$ cat src/rtl/counter_ctrl.sv
// Start/stop/pause period counter: counts 0..period_q, pulses tick on each wrap,
// and is either one-shot (stops in DONE) or periodic (reloads and keeps running).
module counter_ctrl #(
  parameter int WIDTH = 8
) (
  input  logic             clk,
  input  logic             reset,
  input  logic             start,
  input  logic             stop,
  input  logic             pause,
  input  logic             mode,
  input  logic [WIDTH-1:0] period,
  output logic [WIDTH-1:0] value,
  output logic [1:0]       state,
  output logic             busy,
  output logic             done,
  output logic             tick,
  output logic             err
);

  typedef enum logic [1:0] {
    IDLE = 2'b00,
    RUN  = 2'b01,
    HOLD = 2'b10,
    DONE = 2'b11
  } state_t;

  state_t           st, st_d;
  logic [WIDTH-1:0] value_d, period_q, period_d;
  logic             mode_q, mode_d, tick_d, err_d;

  always_ff @(posedge clk or posedge reset) begin
    if (reset) begin
      st       <= IDLE;
      value    <= '0;
      period_q <= '0;
      mode_q   <= 1'b0;
      tick     <= 1'b0;
      err      <= 1'b0;
    end else begin
      st       <= st_d;
      value    <= value_d;
      period_q <= period_d;
      mode_q   <= mode_d;
      tick     <= tick_d;
      err      <= err_d;
    end
  end

  // Priority: stop > start > pause > terminal count.
  always_comb begin
    st_d     = st;
    value_d  = value;
    period_d = period_q;
    mode_d   = mode_q;
    tick_d   = 1'b0;
    err_d    = 1'b0;
    if (stop) begin
      st_d    = IDLE;
      value_d = '0;
    end else begin
      case (st)
        IDLE, DONE: begin
          if (start) begin
            if (period != '0) begin
              period_d = period;
              mode_d   = mode;
              value_d  = '0;
              st_d     = RUN;
            end else begin
              err_d = 1'b1;
            end
          end
        end
        RUN, HOLD: begin
          // Releasing pause counts on that same edge, so no value repeats.
          if (pause) begin
            st_d = HOLD;
          end else if (value == period_q) begin
            value_d = '0;
            tick_d  = 1'b1;
            st_d    = mode_q ? RUN : DONE;
          end else begin
            value_d = WIDTH'(value + 1'b1);
            st_d    = RUN;
          end
        end
        default: st_d = IDLE;
      endcase
    end
  end

  assign state = st;
  assign busy  = (st == RUN) || (st == HOLD);
  assign done  = (st == DONE);

endmodule
$ cat config.mk
export PLATFORM = sky130hd
export DESIGN_NAME = counter_ctrl
export DESIGN_NICKNAME = d
export VERILOG_FILES = /design/src/rtl/counter_ctrl.sv
export SDC_FILE = /design/constraint.sdc
export NUM_CORES = 1
export LEC_CHECK = 0
export ABC_AREA = 1
export BUFFER_PORTS_ARGS = -buffer_cell sky130_fd_sc_hd__buf_2
export CELL_PAD_IN_SITES_DETAIL_PLACEMENT = 1
export CELL_PAD_IN_SITES_GLOBAL_PLACEMENT = 1
export CORE_UTILIZATION = 25
export DETAILED_ROUTE_END_ITERATION = 6
export PLACE_DENSITY = 0.62
export REMOVE_ABC_BUFFERS = 1
export SYNTH_ARGS = -nofsm -noshare
export SYNTH_HDL_FRONTEND = slang
export SYNTH_SLANG_ARGS = --single-unit
$ cat constraint.sdc
create_clock -name clk -period 3.2 [get_ports clk]
set_input_delay 0.32 -clock clk [delete_from_list [all_inputs] [get_ports clk]]
set_output_delay 0.32 -clock clk [all_outputs]
set_load 0.03 [all_outputs]
==> impl_results.md <==
* Outcome: completed
* CP required at 3.36 ns
* Slew HR at 0.448
* Worst setup path category: reg2reg
* Die Wd at 73.6 um
* Seq pwr share at 0.473
* Worst ir drop on vdd at 0.000143 V
* Synth Area per Inst at 7.49 um2
* Clk buf depth at 2
* First DRT Iteration DRCs at 43
* Clock group share of total power at 0.263
* # diodes at 0
* Seq/Total Area, Yosys at 0.410
* Routed len/inst at 11.8 um
* Initial Utilization at 0.266
* CTS Buf Count at 3
* HPWL after detailed placement at 2500 um
* Placement Setup Slack at 1.51 ns
* Switching fraction of total power at 0.345
* DR DRC count at 0
* Root Buffer: clkbuf_8
* Setup TNS Final at 0 ns
* H-tree depth at 1
* Cell area after synthesis at 1280 um2
* # fillers at 630
* Gr usage total at 0.134
* Final Hold Fails at 0
* Critical path startpoint category: flop
* DR pass1 iterations at 4
* Largest net degree at the start of global routing at 22
* Worst-Skew Late Latency at 0.27 ns
* F_max at 595 MHz
* Share of cells above drive strength 1 at 0.217
* CORE AREA at 4820 um2
* Die area at 5420 um2
* Vias in the first global route at 1,090
* Max-cap violations at 0
* Final setup violating endpoints at 0
* Detailed-route via count at 1,145
* Synthesis-to-finish area growth at 18.7%
* Int Pwr at 0.457 mW
* Post-CTS Setup Bufs at 0
* Part of the cycle the worst path needs at 0.525
* # rows at 25
* First-pass GRT wire length at 5320 um
* CTS tree: yes
* Switching pwr at 0.241 mW
* Initial antenna violation count at 0
* Total power at 0.697 mW
* Worst-margin pin slew at 0.827 ns
* Leakage at 0.818 nW
* Yosys warnings at 0
* Max-slew violations at 0
* Crit-path max FO at 12
* # IOs at 28
* Antenna-violating nets left at 0
* Worst setup EP type: flop
* Grt ovf at 0
* Final Wtd Congestion at 0.707
* Final worst slack at 1.52 ns
* Worst min-delay path class: in2async
* Yosys cell types at 24
* Reg clk slew, reported paths at 0.09 ns
* P per Cell Area at 459 nW/um2
* CP arrival at 1.84 ns
* CTS-repair resized insts at 0
* Final Util at 0.316
* R2r startpoint: state[0]
* Combinational share of power at 0.264
* Clk_skew at 0.00369 ns
* RSZ-0062 raised after global routing: false
* Final WL at 3130 um
* Final-stage net count at 215
* Final Critical Period at 1.68 ns
* Sink Count at 21
* Die height at 73.6 um
* Synth Instances at 171
* Vias/cell at 4.32
* Flops & latches, synth at 21
* # hold bufs at CTS at 0
* Buffers on Ports at 27
* CP startpoint: state[0]
sequential cells by signal, indices dropped and copies added (netlist names):
| name | count |
|---|---|
| period_q | 8 |
| value | 8 |
| state | 2 |
| err | 1 |
| mode_q | 1 |
| tick | 1 |
synthesized netlist by cell type:
cell / number / area (um2)
a21oi_1: 3 / 15.0
ha_1: 2 / 25.0
o21ai_0: 6 / 30.0
nor3_1: 3 / 15.0
inv_2: 2 / 7.51
nor2_2: 1 / 6.26
buf_6: 1 / 11.3
clkbuf_2: 1 / 5.00
xor2_1: 6 / 52.6
a21oi_4: 1 / 16.3
nand2_2: 3 / 18.8
inv_1: 23 / 86.3
nand2_1: 42 / 158
nor2_4: 2 / 22.5
nand4_1: 8 / 50.1
o21ai_1: 2 / 10.0
nor2_1: 22 / 82.6
nand3_2: 1 / 10.0
nand3_1: 10 / 50.1
clkinv_1: 1 / 3.75
buf_2: 2 / 10.0
o21ai_2: 2 / 17.5
xnor2_1: 6 / 52.6
dfrtp_1: 21 / 526
cell usage in the layout (no fill, tap or decap), types with 6 or more instances in the layout:
master	n
nand2_1	42
buf_2	27
inv_1	23
nor2_1	22
dfrtp_1	21
nand3_1	10
nand4_1	8
xnor2_1	6
o21ai_0	6
xor2_1	6
cells by family (layout without fill, tap and decap cells):
| kind of cell | Yosys count | in the layout | synth area share |
|---|---|---|---|
| AO/OA/AOI/OAI | 14 | 14 | 0.0693 |
| XOR/XNOR | 12 | 12 | 0.0820 |
| adder cells (fa/ha/maj) | 2 | 2 | 0.0195 |
| buffers and inverters | 30 | 57 | 0.0967 |
| flip-flops | 21 | 21 | 0.410 |
| AND/OR/NAND/NOR | 92 | 92 | 0.322 |
metrics by stage:
step	area (um2)	instances	hold WS, ns
global route	1520	265	0.301
finish	1520	265	0.203
floorplan	1250	167	0.297
detailed placement	1470	261	0.527
CTS	1520	265	0.239
global placement	1470	261	0.522
cell type report:
type	instances	area [um2]	area share
repair buffers	27	135	0.0889
flip-flops and latches	21	526	0.346
multi-input cells	120	632	0.416
inverters	26	97.6	0.0642
well taps	67	83.8	0.0551
clock inverters	1	5.00	0.00329
clock buffers	3	41.3	0.0272
worst max-delay path, stage by stage (launching register included):
cell and delay (ns):
dfrtp_1 0.41, ha_1 0.37, inv_2 0.09, nor2_4 0.05
nand2_2 0.18, nand2_1 0.19, a21oi_4 0.20, nor2_1 0.07
power by group through the flow:
stage | clock network [mW] | registers, mW | logic (mW)
after detailed placement | 0 | 0.336 | 0.189
after global routing | 0.201 | 0.335 | 0.210
after floorplan | 0 | 0.338 | 0.136
final | 0.184 | 0.330 | 0.184
after global placement | 0 | 0.334 | 0.186
after CTS | 0.193 | 0.331 | 0.189
layer usage:
layer  routed length [um]  GRT usage
met5                    0          0
met4                   47     0.0513
met3                   92     0.0206
met2                 1410      0.203
met1                 1580      0.190
worst paths after layout:
path                               end  slack [ns]  cells past startpoint
min in group clk           period_q[4]        0.30                      3
hold / removal             period_q[5]        0.20                      2
setup reg to reg              value[2]        1.52                      7
max in group asynchronous     value[4]        2.49                      2
hold reg to reg                 mode_q        0.54                      2
setup / recovery              value[2]        1.52                      7
Power figures use the tool's default switching activity.
